$ cat src/rtl/restador_serial_pkg.sv
// Shared state encoding and sizing helper for the bit-serial subtractor.
package restador_serial_pkg;

  typedef enum logic [1:0] {
    REPOSO   = 2'd0,
    RESTANDO = 2'd1,
    FIN      = 2'd2
  } estado_t;

  // Bit counter width; at least one bit so N=1 still has a legal counter.
  function automatic int cnt_width(input int n);
    return (n > 1) ? $clog2(n) : 1;
  endfunction

endpackage

$ cat src/rtl/restador_completo.sv
// Full subtractor built from two cascaded half subtractors; purely combinational.
module restador_completo (
  input  logic x,
  input  logic y,
  input  logic bi,
  output logic d,
  output logic bo
);

  logic d1;
  logic b1;
  logic b2;

  assign d1 = x ^ y;
  assign b1 = ~x & y;
  assign d  = d1 ^ bi;
  assign b2 = ~d1 & bi;
  assign bo = b1 | b2;

endmodule

$ cat src/rtl/restador_serial.sv
// Bit-serial N-bit subtractor R = A - B, LSB first, one bit per clock.
// Result lands N edges after inicio is accepted; inicio is ignored while ocupado.
module restador_serial
  import restador_serial_pkg::*;
#(
  parameter int N = 8
) (
  input  logic         clk,
  input  logic         rst,
  input  logic         inicio,
  input  logic [N-1:0] A,
  input  logic [N-1:0] B,
  output logic [N-1:0] R,
  output logic         AN,
  output logic         ocupado,
  output logic         valido
);

  localparam int CW = cnt_width(N);

  estado_t        estado;
  estado_t        estado_sig;
  logic [N-1:0]   sa;
  logic [N-1:0]   sb;
  logic [N-1:0]   sr;
  logic [N-1:0]   sr_sig;
  logic           borrow;
  logic [CW-1:0]  cnt;
  logic           d;
  logic           bo;
  logic           ultimo;

  restador_completo u_celda (
    .x  (sa[0]),
    .y  (sb[0]),
    .bi (borrow),
    .d  (d),
    .bo (bo)
  );

  assign ultimo = (cnt == CW'(N - 1));

  // New difference bit enters at the MSB so the LSB ends up at bit 0 after N shifts.
  always_comb begin
    sr_sig        = sr >> 1;
    sr_sig[N-1]   = d;
  end

  always_comb begin
    estado_sig = estado;
    case (estado)
      REPOSO:   if (inicio) estado_sig = RESTANDO;
      RESTANDO: if (ultimo) estado_sig = FIN;
      FIN:      estado_sig = REPOSO;
      default:  estado_sig = REPOSO;
    endcase
  end

  always_ff @(posedge clk or posedge rst) begin
    if (rst) estado <= REPOSO;
    else     estado <= estado_sig;
  end

  always_ff @(posedge clk or posedge rst) begin
    if (rst) begin
      sa     <= '0;
      sb     <= '0;
      sr     <= '0;
      borrow <= 1'b0;
      cnt    <= '0;
      R      <= '0;
      AN     <= 1'b0;
    end else begin
      case (estado)
        REPOSO: begin
          if (inicio) begin
            sa     <= A;
            sb     <= B;
            sr     <= '0;
            borrow <= 1'b0;
            cnt    <= '0;
          end
        end
        RESTANDO: begin
          sa     <= sa >> 1;
          sb     <= sb >> 1;
          sr     <= sr_sig;
          borrow <= bo;
          cnt    <= cnt + CW'(1);
          if (ultimo) begin
            R  <= sr_sig;
            AN <= bo;
          end
        end
        default: ;
      endcase
    end
  end

  assign ocupado = (estado != REPOSO);
  assign valido  = (estado == FIN);

endmodule
$ cat config.mk
export PLATFORM = sky130hd
export DESIGN_NAME = restador_serial
export DESIGN_NICKNAME = d
export VERILOG_FILES = /design/src/rtl/restador_serial_pkg.sv /design/src/rtl/restador_completo.sv /design/src/rtl/restador_serial.sv
export SDC_FILE = /design/constraint.sdc
export NUM_CORES = 1
export LEC_CHECK = 0
export BUFFER_PORTS_ARGS = -buffer_cell sky130_fd_sc_hd__buf_4
export CORE_UTILIZATION = 40
export CTS_BUF_LIST = sky130_fd_sc_hd__clkbuf_2 sky130_fd_sc_hd__clkbuf_4 sky130_fd_sc_hd__clkbuf_8
export CTS_CLUSTER_SIZE = 8
export DETAILED_ROUTE_END_ITERATION = 8
export REMOVE_ABC_BUFFERS = 1
export SYNTH_ARGS = -nofsm -noshare
export SYNTH_HDL_FRONTEND = slang
export SYNTH_SLANG_ARGS = --single-unit
$ cat constraint.sdc
create_clock -name clk -period 2.35 [get_ports clk]
set_clock_uncertainty 0.15 [all_clocks]
set_input_delay 0.47 -clock clk [delete_from_list [all_inputs] [get_ports clk]]
set_output_delay 0.47 -clock clk [all_outputs]
set_load 0.005 [all_outputs]
==> results of run 1 <==
-- worst max-delay path: cells and delay by family, from the launching register on --
kind	cells	cell delay [ns]
and+or+nand+nor	1	0.24
buffers and inverters	2	0.19
DFF	1	0.57
-- final cells by class --
class | count | area, um2 | area share [%]
inverters | 11 | 41.3 | 1.97
clock buffers | 5 | 68.8 | 3.29
multi-input cells | 81 | 681 | 32.5
well taps | 50 | 62.6 | 2.99
flip-flops and latches | 38 | 951 | 45.5
repair buffers | 33 | 248 | 11.8
clock inverters | 3 | 40.0 | 1.91
-- per-stage QoR --
| step | total power [mW] | utilization [%] | std cells |
|---|---|---|---|
| floorplan | 1.79 | - | 130 |
| global placement | 2.11 | 48.2 | 213 |
| detailed placement | 2.15 | 48.2 | 213 |
| CTS | 2.71 | 50.8 | 221 |
| global route | 2.89 | 50.8 | 221 |
| finish | 2.67 | 50.8 | 221 |
-- metal layers --
metal | GRT usage, % | vias to the layer above
met5 | 0 | -
met2 | 27.9 | 35
met1 | 21.3 | 588
met3 | 6.00 | 2
met4 | 5.47 | 0
li1 | - | 566
-- state kept, by name, summed over array words and instances, names as in the netlist --
register	cells
sb	8
R	8
sa	8
sr	7
cnt	3
estado	2
AN	1
borrow	1
-- power by group through the flow --
stage	Combinational (mW)	Clock (mW)	Sequential (mW)
floorplan	0.655	0	1.13
global placement	0.958	0	1.15
detailed placement	0.987	0	1.16
CTS	0.992	0.561	1.15
global route	1.11	0.595	1.19
finish	0.972	0.544	1.15
-- kinds of logic after synthesis --
| family | Yosys count | share of synthesized area [%] |
|---|---|---|
| mux | 8 | 6.64 |
| buf+inv | 21 | 6.92 |
| simple gates | 31 | 12.3 |
| compound gates | 39 | 17.3 |
| fa+ha+maj | 3 | 2.57 |
| flops | 38 | 54.2 |
-- cell usage in the layout, fill, tap and decap left out --
master	instances
o21bai_4	1
buf_4	33
a221oi_1	5
nand2_1	5
a32o_1	2
nor2b_1	6
o22a_1	6
dfrtp_1	38
mux2_4	7
o22ai_1	1
o21ai_0	2
nor2_2	1
nand2b_1	1
mux2_2	1
a22oi_1	3
nor4bb_1	3
clkbuf_8	5
nor2_1	2
nand3b_4	1
nor3b_1	11
clkinv_2	2
ha_1	2
bufinv_16	1
fa_1	1
inv_1	11
and2b_1	1
a21oi_1	10
a22o_1	9
-- worst paths after layout --
kind	from	end	slack (ns)	cells after the start
hold reg to reg	AN	AN	0.35	2
setup reg to reg	cnt[0]	R[7]	0.69	4
hold / removal	rst	sr[7]	0.13	3
setup / recovery	estado[0]	ocupado	0.45	3
max in group asynchronous	rst	sb[3]	1.58	3
min in group clk	A[7]	sa[7]	0.28	2
==> flow_summary_export.csv, run 1 <==
group,metric,value,unit
power_and_ir_drop,p_comb_share,36.5,%
clock_network,max-clock-path-buffers,2,
drt,drt-pass1-iter-count,4,
die,die_h,68.2,um
critical_path,cp_slowest_cell,"dfrtp_1",
placement,place_ws,0.695,ns
sta,fin_crit,1.90,ns
clock_network,htree_levels,2,
synth,synth_area_per_cell,12.5,um2
drt,m1WireLength,1470,um
sta,max_freq,525,MHz
critical_path,cp_cell_sequence,"nor2_1 -> inv_1 -> buf_4",
cells_and_area,fin_nets,192,
cells_and_area,syn2layout_area_growth,19.3,%
clock_network,numCtsBuffers,5,
global_routing,first_global_vias,1239,
power_and_ir_drop,p_leak,1.01,nW
synth,synth_seq_cells,38,
synth,synth_most_common_cell,"dfrtp_1",
power_and_ir_drop,power.switching,0.855,mW
critical_path,crit_path_end_kind,"output pin",
placement,dp_hpwl,2200,um
critical_path,cp.arrival,1.28,ns
power_and_ir_drop,internal_power,1.81,mW
drt,highest_layer,"met4",
placement,portBuffers,29,
drt,num_vias,1191,
drt,met2_length,1650,um
synth,yosysWarningCount,0,
drt,antenna_left,0,
sta,finalSetupViolCount,0,
die,dieArea,4650,um2
sta,timing.hold.ws,0.133,ns
drt,route.met3.wl,163,um
synth,synth_largest_area_cell,"dfrtp_1",
clock_network,cts_resized,0,
die,core,4120,um2
outcome,status,"finished, final reports clean",
critical_path,worst_ep_required_time,1.73,ns
global_routing,grt_overflow,0,
clock_network,path_clk_slew,0.08,ns
critical_path,cpPeakStageDelay,0.57,ns
synth,ys_types,27,
synth,synth_area_leaders,"dfrtp_1, mux2_4, nor3b_1",
synth,ys_async_sr_fraction,100,%
cells_and_area,drive_gt1_share,30.4,%
power_and_ir_drop,ir_worst_vdd,0.489,mV
global_routing,grt_pass1_wl,5730,um
drt,post-route-drc-count,0,
cells_and_area,design_area,2090,um2
sta,worst_slew_pin_slew,0.507,ns
synth,synth_top_area_share,54.2,%
synth,synth_area,1750,um2
sta,slew_viol_final,0,
cells_and_area,diodes,0,
clock_network,worstSkewPairLatency,0.29,ns
clock_network,postCtsHoldBufs,0,
sta,period_share,81.0,%
die,die_x,68.2,um
power_and_ir_drop,swShare,32.1,%
die,ios,30,
power_and_ir_drop,pwr-share-clk,20.4,%
drt,wire_per_inst,14.9,um
critical_path,critPathMaxFanout,13,
sta,finalHoldViolCount,0,
sta,rsz0062_at_grt,"false",
placement,gp_congestion,0.725,
synth,synthCells,140,
synth,synth_top_cells_by_count,"dfrtp_1, inv_1, nor3b_1",
synth,synth_edf_count,0,
critical_path,critPathKind,"register to output pin",
global_routing,antenna_found_initial,0,
critical_path,worst_setup_path_start_kind,"register",
cells_and_area,fill_cells,366,
synth,yosysSeqAreaShare,54.2,%
clock_network,clock_sinks,38,
power_and_ir_drop,seq_power_share,43.1,%
sta,max-slew-margin-rel,66.2,%
die,fp-row-count,23,
clock_network,cts_root_buf,"clkbuf_8",
placement,placed_area,1980,um2
run,cap_violations,0,
sta,setup_slack,0.446,ns
power_and_ir_drop,p_per_area,1270,nW/um2
drt,wirelength,3300,um
clock_network,cts_tree,"built",
sta,fin_tns_setup,0,ns
die,initial_core_util,42.6,%
drt,drtIter0Drc,49,
synth,synth_ff_type,"dfrtp_1",
clock_network,post_cts.repair.setup_buffers,0,
global_routing,track_usage,17.2,%
hold_path,hp-class,"primary input to async pin",
drt,routed_via_density,5.39,
global_routing,grt_max_degree,39,
Power figures use the tool's default switching activity.
==> run 2: changes to the inputs <==
==> constraint.sdc (replaced) <==
create_clock -name clk -period 1.9 [get_ports clk]
set_clock_uncertainty 0.15 [all_clocks]
set_input_delay 0.38 -clock clk [delete_from_list [all_inputs] [get_ports clk]]
set_output_delay 0.38 -clock clk [all_outputs]
set_load 0.005 [all_outputs]
==> run 2 against run 1 <==
  * Combinational power grew 24%
  * Non-clock buffer count grew 2
  * Sequential power grew 23%
  * Core utilization grew 0.061 points
  * Wire length shrank 2.0%
  * Design area grew 0.12%
  * Highest routed layer unchanged
  * Sequential share of layout area is essentially flat
  * Hold slack lost 0.073 ns
  * Power grew 21%
  * Via count shrank 0.92%
  * Critical endpoint is now valido
==> flow_summary_export.csv, run 2 (synthesis gave the netlist of run 1 again) <==
group,metric,value,unit
placement,dp_hpwl,2250,um
global_routing,grt_overflow,0,
critical_path,cp.arrival,1.20,ns
critical_path,critPathMaxFanout,13,
die,die_h,68.2,um
run,cap_violations,0,
global_routing,first_global_vias,1196,
power_and_ir_drop,p_per_area,1540,nW/um2
sta,finalHoldViolCount,0,
critical_path,crit_path_end_kind,"output pin",
placement,gp_congestion,0.749,
cells_and_area,fin_nets,194,
global_routing,track_usage,16.6,%
cells_and_area,final_cells,223,
hold_path,hp-class,"primary input to async pin",
power_and_ir_drop,ir_worst_vdd,0.526,mV
global_routing,grt_pass1_wl,5590,um
drt,drt-pass1-iter-count,4,
drt,routed_via_density,5.29,
sta,max_freq,577,MHz
global_routing,grtUsageMet1,20.6,%
global_routing,met3_usage,5.33,%
die,ios,30,
cells_and_area,final_cell_mix,"dfrtp_1, buf_4, inv_1, nor3b_1, a21oi_1",
die,initial_core_util,42.6,%
power_and_ir_drop,p_leak,1.01,nW
drt,post-route-drc-count,0,
sta,slew_viol_final,0,
placement,portBuffers,29,
power_and_ir_drop,power.total,3.22,mW
clock_network,htree_levels,2,
die,fp-row-count,23,
die,die_x,68.2,um
placement,place_ws,0.259,ns
clock_network,max-clock-path-buffers,2,
drt,wirelength,3230,um
global_routing,grt_use_met2,26.6,%
cells_and_area,biggestRegsByFlops,"R x8, sa x8, sb x8",
sta,worst_slew_pin_slew,0.486,ns
critical_path,critPathKind,"register to output pin",
cells_and_area,fill_cells,382,
global_routing,antenna_found_initial,0,
sta,max-slew-margin-rel,67.6,%
clock_network,cts_root_buf,"clkbuf_8",
sta,setup_slack,0.168,ns
drt,drtIter0Drc,53,
sta,finalSetupViolCount,0,
drt,wire_per_inst,14.5,um
sta,rsz0062_at_grt,"false",
cells_and_area,final_common_cell,"dfrtp_1",
outcome,status,"finished, final reports clean",
critical_path,worst_setup_path_start_kind,"register",
clock_network,worstSkewPairLatency,0.29,ns
cells_and_area,drive_gt1_share,31.8,%
cells_and_area,diodes,0,
drt,antenna_left,0,
die,core,4120,um2
critical_path,cpPeakStageDelay,0.57,ns
clock_network,clock_sinks,38,
global_routing,grt_max_degree,39,
sta,fin_crit,1.73,ns
cells_and_area,syn2layout_area_growth,19.5,%
global_routing,busiest_layer,"met2",
clock_network,path_clk_slew,0.07,ns
placement,place_inst,215,
die,dieArea,4650,um2
sta,fin_tns_setup,0,ns
clock_network,numCtsBuffers,5,
sta,period_share,91.2,%
clock_network,post_cts.repair.setup_buffers,0,
clock_network,cts_tree,"built",
critical_path,worst_ep_required_time,1.37,ns
drt,num_vias,1180,
critical_path,cp_cell_sequence,"nor2b_1 -> buf_4",
critical_path,cp_slowest_cell,"dfrtp_1",
==> run 2: changes by cell type in the layout (fill, tap and decap cells not counted), sizes merged <==
cell / delta
bufinv: -1
clkinv: -1
buf: +2
clkbuf: +2
==> run 2: metrics by stage <==
stage	instance area (um2)	hold slack [ns]	utilization [%]
after floorplan	1670	0.313	-
after global placement	2000	0.318	48.6
after detailed placement	2000	0.326	48.6
after CTS	2090	0.0794	50.9
after global routing	2090	0.0946	50.9
final	2090	0.0602	50.9
==> run 2: what timing repair did <==
| action | 4_1_cts | 5_1_grt |
|---|---|---|
| hold buffers | 0 | 0 |
| resized for setup | 0 | 1 |
| endpoints found under the setup margin | 0 | 1 |
==> run 2: power by group <==
part	switching (mW)	leakage (nW)	internal, mW
Clock	0.278	0.0517	0.307
Combinational	0.514	0.485	0.699
Sequential	0.248	0.472	1.17
Total	1.04	1.01	2.18
==> run 2: worst max-delay path, delay by kind of cell (launching register included) <==
| family | cells | cell delay (ns) |
|---|---|---|
| flip-flops | 1 | 0.57 |
| AND/OR/NAND/NOR | 1 | 0.21 |
| buffers and inverters | 1 | 0.13 |
==> run 2: per-layer routing <==
metal	vias up	part of all wire (%)
li1	566	-
met1	574	48
met2	34	46
met3	6	4.5
met4	0	1.6
met5	-	0
==> run 2: worst paths after layout <==
kind                           start         to  slack (ns)  cells after the start
min reg2reg                       AN         AN        0.34                      2
min in group clk                A[7]      sa[7]        0.20                      2
max reg2reg                   cnt[0]       R[7]        0.24                      4
max                        estado[1]     valido        0.17                      2
min                              rst       R[6]        0.06                      3
max in group asynchronous        rst  estado[0]        1.17                      3
==> run 2: final cells by class <==
type / instances / area [um2] / area share, %
inverters: 11 / 41.3 / 1.97
flip-flops and latches: 38 / 952 / 45.5
well taps: 50 / 62.6 / 2.99
repair buffers: 35 / 263 / 12.5
clock buffers: 7 / 90.1 / 4.30
clock inverters: 1 / 5.00 / 0.239
multi-input cells: 81 / 681 / 32.5
